--- src/rtl/mini_riscv_pkg.sv ---
// Shared RV32I load/store encodings and scheduler types for the byte-wide memory port.
package mini_riscv_pkg;

   localparam logic [2:0] F3_B  = 3'b000;
   localparam logic [2:0] F3_H  = 3'b001;
   localparam logic [2:0] F3_W  = 3'b010;
   localparam logic [2:0] F3_BU = 3'b100;
   localparam logic [2:0] F3_HU = 3'b101;

   typedef enum logic [1:0] {IDLE, XFER, DRAIN, RESP} sched_state_t;

   function automatic logic [2:0] f3_nbytes(input logic [2:0] funct3);
      case (funct3[1:0])
         2'b00:   return 3'd1;
         2'b01:   return 3'd2;
         default: return 3'd4;
      endcase
   endfunction

   // Stores have no unsigned forms, so only B/H/W are legal with we set.
   function automatic logic f3_legal(input logic [2:0] funct3, input logic we);
      if (we)
         return (funct3 == F3_B) || (funct3 == F3_H) || (funct3 == F3_W);
      else
         return (funct3 == F3_B) || (funct3 == F3_H) || (funct3 == F3_W) ||
                (funct3 == F3_BU) || (funct3 == F3_HU);
   endfunction

endpackage

--- src/rtl/rr_arb2.sv ---
// Two-way round-robin arbiter; requester 0 is fetch, requester 1 is the load/store unit.
module rr_arb2 (
   input  logic       clk,
   input  logic       reset,
   input  logic [1:0] req,
   input  logic       advance,
   output logic [1:0] gnt
);

   logic last_lsu;

   // Reset leaves fetch as last winner so the LSU wins the first contested cycle.
   always_ff @(posedge clk or posedge reset) begin
      if (reset)
         last_lsu <= 1'b0;
      else if (advance && (gnt != 2'b00))
         last_lsu <= gnt[1];
   end

   always_comb begin
      gnt = 2'b00;
      case (req)
         2'b01:   gnt = 2'b01;
         2'b10:   gnt = 2'b10;
         2'b11:   gnt = last_lsu ? 2'b01 : 2'b10;
         default: gnt = 2'b00;
      endcase
   end

endmodule

--- src/rtl/mem_port_sched.sv ---
// Shares one byte-wide memory port between fetch and the LSU, serialising each
// request into byte accesses and reassembling/extending load data.
module mem_port_sched
   import mini_riscv_pkg::*;
#(
   parameter int ADDR_W = 16,
   parameter int XLEN   = 32
) (
   input  logic              clk,
   input  logic              reset,
   input  logic              if_req_valid,
   output logic              if_req_ready,
   input  logic [ADDR_W-1:0] if_req_addr,
   output logic              if_resp_valid,
   output logic [XLEN-1:0]   if_resp_data,
   input  logic              ls_req_valid,
   output logic              ls_req_ready,
   input  logic              ls_req_we,
   input  logic [2:0]        ls_req_funct3,
   input  logic [ADDR_W-1:0] ls_req_addr,
   input  logic [XLEN-1:0]   ls_req_wdata,
   output logic              ls_resp_valid,
   output logic [XLEN-1:0]   ls_resp_data,
   output logic              ls_resp_err,
   output logic              mem_en,
   output logic              mem_we,
   output logic [ADDR_W-1:0] mem_addr,
   output logic [7:0]        mem_wdata,
   input  logic [7:0]        mem_rdata
);

   sched_state_t      state, next_state;
   logic [1:0]        gnt;
   logic              accept;
   logic              req_legal;
   logic              owner_ls, we_q, err_q;
   logic [2:0]        f3_q;
   logic [ADDR_W-1:0] addr_q;
   logic [XLEN-1:0]   wdata_q, asm_q, asm_next, ext_data;
   logic [1:0]        cnt, rd_idx, nb_m1;
   logic              rd_pend;

   rr_arb2 u_arb (
      .clk     (clk),
      .reset   (reset),
      .req     ({ls_req_valid, if_req_valid}),
      .advance (accept),
      .gnt     (gnt)
   );

   assign accept    = (state == IDLE) && (gnt != 2'b00);
   assign req_legal = gnt[1] ? f3_legal(ls_req_funct3, ls_req_we) : 1'b1;
   assign nb_m1     = 2'(f3_nbytes(f3_q) - 3'd1);

   always_ff @(posedge clk or posedge reset) begin
      if (reset)
         state <= IDLE;
      else
         state <= next_state;
   end

   always_comb begin
      next_state = state;
      case (state)
         IDLE:  if (accept) next_state = req_legal ? XFER : RESP;
         XFER:  if (cnt == nb_m1) next_state = we_q ? RESP : DRAIN;
         DRAIN: next_state = RESP;
         RESP:  next_state = IDLE;
         default: next_state = IDLE;
      endcase
   end

   always_comb begin
      if_req_ready  = (state == IDLE) && gnt[0];
      ls_req_ready  = (state == IDLE) && gnt[1];
      mem_en        = 1'b0;
      mem_we        = 1'b0;
      mem_addr      = '0;
      mem_wdata     = '0;
      if_resp_valid = 1'b0;
      ls_resp_valid = 1'b0;
      ls_resp_err   = 1'b0;
      if (state == XFER) begin
         mem_en    = 1'b1;
         mem_we    = we_q;
         mem_addr  = addr_q + ADDR_W'(cnt);
         mem_wdata = wdata_q[{cnt, 3'b000} +: 8];
      end
      if (state == RESP) begin
         if_resp_valid = !owner_ls;
         ls_resp_valid = owner_ls;
         ls_resp_err   = owner_ls && err_q;
      end
   end

   // Read data trails the access by one cycle, so the final byte is merged on the fly.
   always_comb begin
      asm_next = asm_q;
      if (rd_pend)
         asm_next[{rd_idx, 3'b000} +: 8] = mem_rdata;
      case (f3_q[1:0])
         2'b00:   ext_data = {{(XLEN-8){~f3_q[2] & asm_next[7]}}, asm_next[7:0]};
         2'b01:   ext_data = {{(XLEN-16){~f3_q[2] & asm_next[15]}}, asm_next[15:0]};
         default: ext_data = asm_next;
      endcase
   end

   always_ff @(posedge clk or posedge reset) begin
      if (reset) begin
         owner_ls     <= 1'b0;
         we_q         <= 1'b0;
         err_q        <= 1'b0;
         f3_q         <= F3_W;
         addr_q       <= '0;
         wdata_q      <= '0;
         asm_q        <= '0;
         cnt          <= '0;
         rd_pend      <= 1'b0;
         rd_idx       <= '0;
         if_resp_data <= '0;
         ls_resp_data <= '0;
      end else begin
         rd_pend <= (state == XFER) && !we_q;
         rd_idx  <= cnt;
         if (rd_pend)
            asm_q <= asm_next;
         if (accept) begin
            owner_ls <= gnt[1];
            we_q     <= gnt[1] && ls_req_we;
            f3_q     <= gnt[1] ? ls_req_funct3 : F3_W;
            addr_q   <= gnt[1] ? ls_req_addr : if_req_addr;
            wdata_q  <= gnt[1] ? ls_req_wdata : '0;
            err_q    <= !req_legal;
            cnt      <= '0;
            asm_q    <= '0;
         end else if (state == XFER) begin
            cnt <= cnt + 2'd1;
         end
         if (accept && !req_legal)
            ls_resp_data <= '0;
         else if ((state == XFER || state == DRAIN) && next_state == RESP) begin
            if (owner_ls)
               ls_resp_data <= we_q ? '0 : ext_data;
            else
               if_resp_data <= asm_next;
         end
      end
   end

endmodule

--- config.mk ---
export PLATFORM = sky130hd
export DESIGN_NAME = mem_port_sched
export DESIGN_NICKNAME = d
export VERILOG_FILES = /design/src/rtl/mini_riscv_pkg.sv /design/src/rtl/rr_arb2.sv /design/src/rtl/mem_port_sched.sv
export SDC_FILE = /design/constraint.sdc
export NUM_CORES = 1
export LEC_CHECK = 0
export CORE_MARGIN = 2
export CORE_UTILIZATION = 56
export CTS_BUF_LIST = sky130_fd_sc_hd__clkbuf_4 sky130_fd_sc_hd__clkbuf_8
export DETAILED_ROUTE_END_ITERATION = 8
export HOLD_SLACK_MARGIN = 0.06
export PLACE_DENSITY = 0.89
export SYNTH_ARGS = -nofsm -noshare
export SYNTH_HDL_FRONTEND = slang
export SYNTH_SLANG_ARGS = --single-unit
--- constraint.sdc ---
create_clock -name clk -period 9.2 [get_ports clk]
set_clock_uncertainty 0.2 [all_clocks]
set_input_delay 1.38 -clock clk [delete_from_list [all_inputs] [get_ports clk]]
set_output_delay 1.38 -clock clk [all_outputs]
set_load 0.005 [all_outputs]
-- After elaboration in Yosys (flattened, before gate mapping)
Index checks and enable logic that the tools add are counted.
- add/subtract/negate cells: 4
- equality and inequality tests: 13
- shifts and indexed selects: 3
- multiplexer cells: 31
- bitwise operators: 5
- reductions and logical operators: 27
- operators with widths (kind ; count):
    32-bit 2-to-1 mux ; 8
    32-bit one-hot mux with 2 select lines ; 1
    32-bit bitwise mux ; 1
    16-bit 2-to-1 mux ; 2
    8-bit by 7-bit variable shift with 32-bit output, first input constant ; 1
    32-bit by 6-bit variable part select with 8-bit output ; 1
    8-bit by 7-bit variable part select with 32-bit output ; 1
    16-bit by 2-bit adder with 16-bit output ; 1
    2-bit 2-to-1 mux ; 6
    2-bit == test, second input constant ; 5
    2-bit nonzero test ; 5
    1-bit logical AND ; 9
    1-bit 2-to-1 mux ; 8
    8-bit 2-to-1 mux ; 1
    2-bit one-hot mux with 4 select lines ; 1
    5-bit negation with 7-bit output ; 1
    2-bit by 1-bit == test with 1-bit output, second input constant ; 3
    3-bit == test, second input constant ; 2
    2-bit one-hot mux with 3 select lines ; 1
    1-bit logical OR ; 5
    2-bit zero test ; 2
    2-bit one-hot mux with 2 select lines ; 1
    3-bit by 1-bit == test with 1-bit output, second input constant ; 1
    3-bit by 2-bit == test with 1-bit output, second input constant ; 1
    other kinds (10) ; 15
- register bits after elaboration: 158
- input port bits: 80
- output and inout port bits: 95
- word-level logic and storage cells: 97

-- Depth between registers and ports, before layout
- depth in word-level cells: 14
- gate-level depth with buffers: 10
- gate-level depth less buffers: 7

-- Modules after synthesis
A second synthesis with hierarchy kept.
- cells, all modules: 670
- area total of the unflattened synthesis: 7523.5 um^2
- modules (own cells, without submodules) (module ; times used ; cells each ; area an instance (um^2) ; seq. area each (um^2)):
    mem_port_sched ; 1 ; 663 ; 7464.7 ; 3930.0
    rr_arb2 ; 1 ; 7 ; 58.8 ; 25.0

-- Worst setup path after synthesis
No wires, ideal clock.
- kind: input to output
- start point: input ls_req_valid
- end point: output ls_req_ready
- data arrival time: 2.158 ns
- data required time: 7.620 ns
- path slack: 5.462 ns
- cell stages on the path: 4
- path buffers: 2
- cells stage by stage: and2_1 -> and2_1 -> clkbuf_1 -> clkbuf_1
- word-level cells in the longest chain between the ends: 3
- elaborated cells between the ends (all ways): 5
- those cells by class: eq/ne: 3; mux: 1; reduce/logical: 1
- RTL lines (what ; line ; source):
    start: declaration ; mem_port_sched.sv:16 ; input logic ls_req_valid,
    2-bit == test / 2-bit by 1-bit == test with 1-bit output (equally long branches) ; rr_arb2.sv:22 ; case (req)
    2-bit one-hot mux with 3 select lines * ; rr_arb2.sv:22 ;
    1-bit logical AND * ; mem_port_sched.sv:75 ; ls_req_ready = (state == IDLE) && gnt[1];
    end: declaration ; mem_port_sched.sv:17 ; output logic ls_req_ready,
Every way passes the cells marked *; elsewhere a longest branch is shown, timed or not.

-- Final worst setup path
Same ends and word-level chain as after synthesis.

==> results list <==
- Area of the multi-input gates: 3030 um^2
- Area growth syn-to-layout: 30.7%
* Vias in the first global route: 6,074
- Setup total negative slack on the finished layout was measured at 0 ps.
* CTS Hold Buffers Added: 0
- Number of cells produced by synthesis: 640
* CP Class: in2out
- Initial Util: 57.8%
* Worst flop-to-flop path endpoint: if_resp_data[7]$_DFFE_PP0P_
- Area of the die: 14,000 um^2
* Overall power after layout: 2.81 mW
- Of the post-synthesis cell area, the dominant cell type holds 53.3%.
* Die outline height: 118 um
* Number of diodes: 0
- H-tree lvl count: 4
- The detail route stage leaves a number of antenna-violating nets equal to 0.
- Clock transition at the registers of the reported paths: 80 ps
- At the end of routability-driven placement, the weighted congestion stood at 0.822.
- Net switching is 35.9% of the power.
* Master of the slowest instance on the critical path: and2_2
- Before CTS, the worst setup slack after placement is 3970 ps.
* Number of DRC violations after detailed-routing iteration 0: 487
- Registers are responsible for 39.7% of the overall power.
- #FFs+latches synth: 157
- Total nets after synthesis: 731
* Number of cell instances on the worst register-to-register path: 7
- Cells with a size suffix above 1 make up 8.26% of the layout.
* Compound-Gate Fraction of Synth Area: 13.8%
* Root buf cell: clkbuf_8
- Count of placed standard cells including taps: 952
- Setup crit start: ls_req_valid
* Buffers inserted during post-CTS setup optimization: 0
- Number of synthesized flops with an enable pin: 0
- Final #Nets: 890
- The first global-routing pass estimated 30.7 mm of wire.
- For the worst setup path, the data required time is 7620 ps.
* Wire length per cell: 18.9 um
- HP Class: reg2reg
- Final Instance Count excl. Fillers: 983
* Slack of the critical path: 3930 ps
- Filler cell count in the final layout: 837
- Critical path, cell by cell: clkdlybuf4s50_1 -> and2_1 -> and2_2 -> clkdlybuf4s50_1
- Counting the buffers created by CTS gives 17.
* Most used flip-flop cell after synthesis: dfrtp_1
* CTS tree: built
- Dividing total power by cell area gives a power density of 293 nW/um^2.
- For the pin with the worst max-slew slack, the measured transition is 1110 ps.
- Final-report max-slew violation count: 0
- Clock Sink Count: 157
- Largest net degree at the start of global routing: 99
- Count of distinct cell types in the synthesized netlist: 56
* Final setup violation count: 0
- After synthesis, the most frequently instantiated cells are 156 x dfrtp_1, 63 x nand2_1, 56 x mux2i_1, 48 x inv_1, 42 x a22o_1.
- In the synthesized netlist the async set-or-reset flop fraction comes to 100%.
- For this run, the number of Yosys warnings is 0.
- The largest single stage delay on the critical path is 820 ps.
* Share of synthesized cell area in and, or, nand and nor gates: 11.7%
- Timing would allow up to 190 MHz.
- Number of cell rows: 41
* Fin crit share: 57.3%
- The run finished with clean final reports.
- Multiplexer share of the synthesized area: 11.7%
* Reported max-cap violation count: 0
* Share of the synthesized netlist area taken by xor and xnor gates: 1.91%
- The die is 118 um wide.
- Dividing the detail-routed via count by the number of cells gives 5.89.
* Dominant cells by area after synthesis: dfrtp_1 53%, mux2i_1 7.7%, a22o_1 5.0%
* Nature of the critical path startpoint: input pin
- Together, buffers and inverters on the worst path number 2.
* Post-synthesis share of cell area spent on full adders, half adders and majority gates: 1.98%
- By instance count, the leading cell after synthesis is dfrtp_1.
- In this design, the largest share of critical-path delay is due to buffers and inverters.
- Number of top-level pins: 175
- Summed over all nets, the switching power comes to 1.01 mW.
- Critical Path End Type: output pin
- Signal arrival time at the worst endpoint: 3690 ps
- In this run the static leakage power is 4.42 nW.
- Counting I/O delays and the setup requirement, the final critical path takes 5270 ps.
- Combinational family with the most area after synthesis: compound AO/OA/AOI/OAI gates
* Fraction of the yosys area taken by sequential cells: 53.7%
- Antenna violations before repair: 0
* Setup slack of the worst register-to-register path: 5440 ps
- The most numerous cell type found on the critical path is clkdlybuf4s50_1.
- Gates resized during post-CTS repair numbered 0.
- In this run the tightest slew margin relative to its limit is 25.7%.
- Once detailed placement completed, the half-perimeter wirelength came to 12.7 mm.
- Counting along the longest clock path gives a buffer depth of 2.
- Wirelength, routed: 18.6 mm
* Maximum fanout encountered on the critical timing path: 54
* Sequential cell area: 3930 um^2
* Netlist Area Pre-Place: 7320 um^2
* Logic gate share of total power: 41.2%
- At the end of the flow the core is filled with cells to 75.5%.
- Following the worst setup path forward leads to its endpoint at ls_req_ready.
- Counting buffers and inverters, the worst setup path is 4 cells deep.
* Fraction of power consumed by the clock network: 19.1%
- Final count of hold timing violations: 0
* Vias post-DR: 5,788
* Origin of the critical flop-to-flop path: state[1]$_DFF_PP0_
- Top cell type by total area after synthesis: dfrtp_1
* IO Port Bufs: 174
* Clock insertion delay at the later pin of the skew report: 450 ps
- GRT Overall Usage: 27.7%
* Unrepaired setup endpoints after global routing: no
- For this run, design rule violations remaining after detail routing come to 0.
- Grt ovf: 0
* Number of optimization iterations in the first detailed-route pass: 6
- CORE AREA: 12,700 um^2
- Peak supply drop: 0.157 mV
- Cell count of the worst hold path: 1
- The average instance in the mapped netlist occupies 11.4 um^2.
- Cell internal power was estimated by the tool at 1.80 mW.
sequential cells by signal (all words and copies together), names as in the netlist:
register and flops:
u_arb.last_lsu 1, rd_pend 1, state 2, we_q 1
wdata_q 32, asm_q 32, if_resp_data 32, addr_q 16
cnt 2, rd_idx 2, err_q 1, f3_q 3
ls_resp_data 32
per-stage QoR:
stage               hold WS [ps]  area, um^2
finish                       308        9570
global route                 328        9570
CTS                          305        9560
detailed placement           278        9150
global placement             261        9150
floorplan                    220        7320
layer usage:
| metal | part of all wire, % | track usage [%] | wire (um) |
|---|---|---|---|
| met1 | 41 | 35.8 | 7520 |
| met2 | 50 | 46.7 | 9320 |
| met3 | 7.8 | 6.47 | 1450 |
| met4 | 1.4 | 8.21 | 269 |
| met5 | 0 | 0 | 0 |
area by class of cell:
class	instances	area share, %
tap	172	2.25
clock inverter	13	1.74
sequential	157	41.1
timing repair buffer	181	18.7
inverter	48	1.93
clock buffer	18	2.59
multi-input combinational	394	31.7
cell usage in the layout (no fill, tap or decap), types with 3 or more instances in the layout:
cell type        instances
a22o_1                  42
a21oi_1                  3
ha_1                    10
inv_1                   47
a32oi_1                  7
xor2_1                   9
clkbuf_8                18
and2_1                  33
mux2_4                   6
a222oi_1                16
o21ai_0                  9
nand2_1                 63
a22oi_1                 16
xnor2_1                  7
mux2i_1                 56
and3_1                   3
clkinvlp_4               3
nand4_1                  4
bufinv_16                3
nor2b_1                  5
dfrtp_1                156
nor2_1                  32
a21o_1                  19
nand3_1                  6
buf_4                    7
nor3_1                   5
clkdlybuf4s50_1        174
mux4_2                   8
clkinv_4                 4
power groups by stage:
stage,logic [mW],registers [mW],clock network [mW]
after floorplan,0.741,1.04,0
after global placement,1.10,1.10,0
after detailed placement,1.15,1.12,0
after CTS,1.16,1.11,0.541
after global routing,1.25,1.14,0.573
final,1.16,1.11,0.536
cells by family after synthesis:
group	after synthesis
compound gates	124
fa+ha+maj	11
simple gates	171
flops	157
mux	72
buf+inv	89
xor+xnor	16
how the worst min path moves through the flow:
stage | startpoint | endpoint | slack, ps
after floorplan | cnt[0]$_DFFE_PP0P_ | rd_idx[0]$_DFF_PP0_ | 220
after global placement | err_q$_DFFE_PP0P_ | err_q$_DFFE_PP0P_ | 260
after detailed placement | wdata_q[26]$_DFFE_PP0P_ | wdata_q[26]$_DFFE_PP0P_ | 280
after CTS | wdata_q[26]$_DFFE_PP0P_ | wdata_q[26]$_DFFE_PP0P_ | 310
after global routing | wdata_q[20]$_DFFE_PP0P_ | wdata_q[20]$_DFFE_PP0P_ | 330
final | wdata_q[0]$_DFFE_PP0P_ | wdata_q[0]$_DFFE_PP0P_ | 310
worst register-to-register path: stages, from the launching register on:
cell	delay, ps
dfrtp_1	440
inv_1	110
ha_1	840
nand2_1	120
or4_1	450
nand3_2	120
and4_2	920
mux2_2	460
No activity file was read; power rests on OpenSTA's default activity.
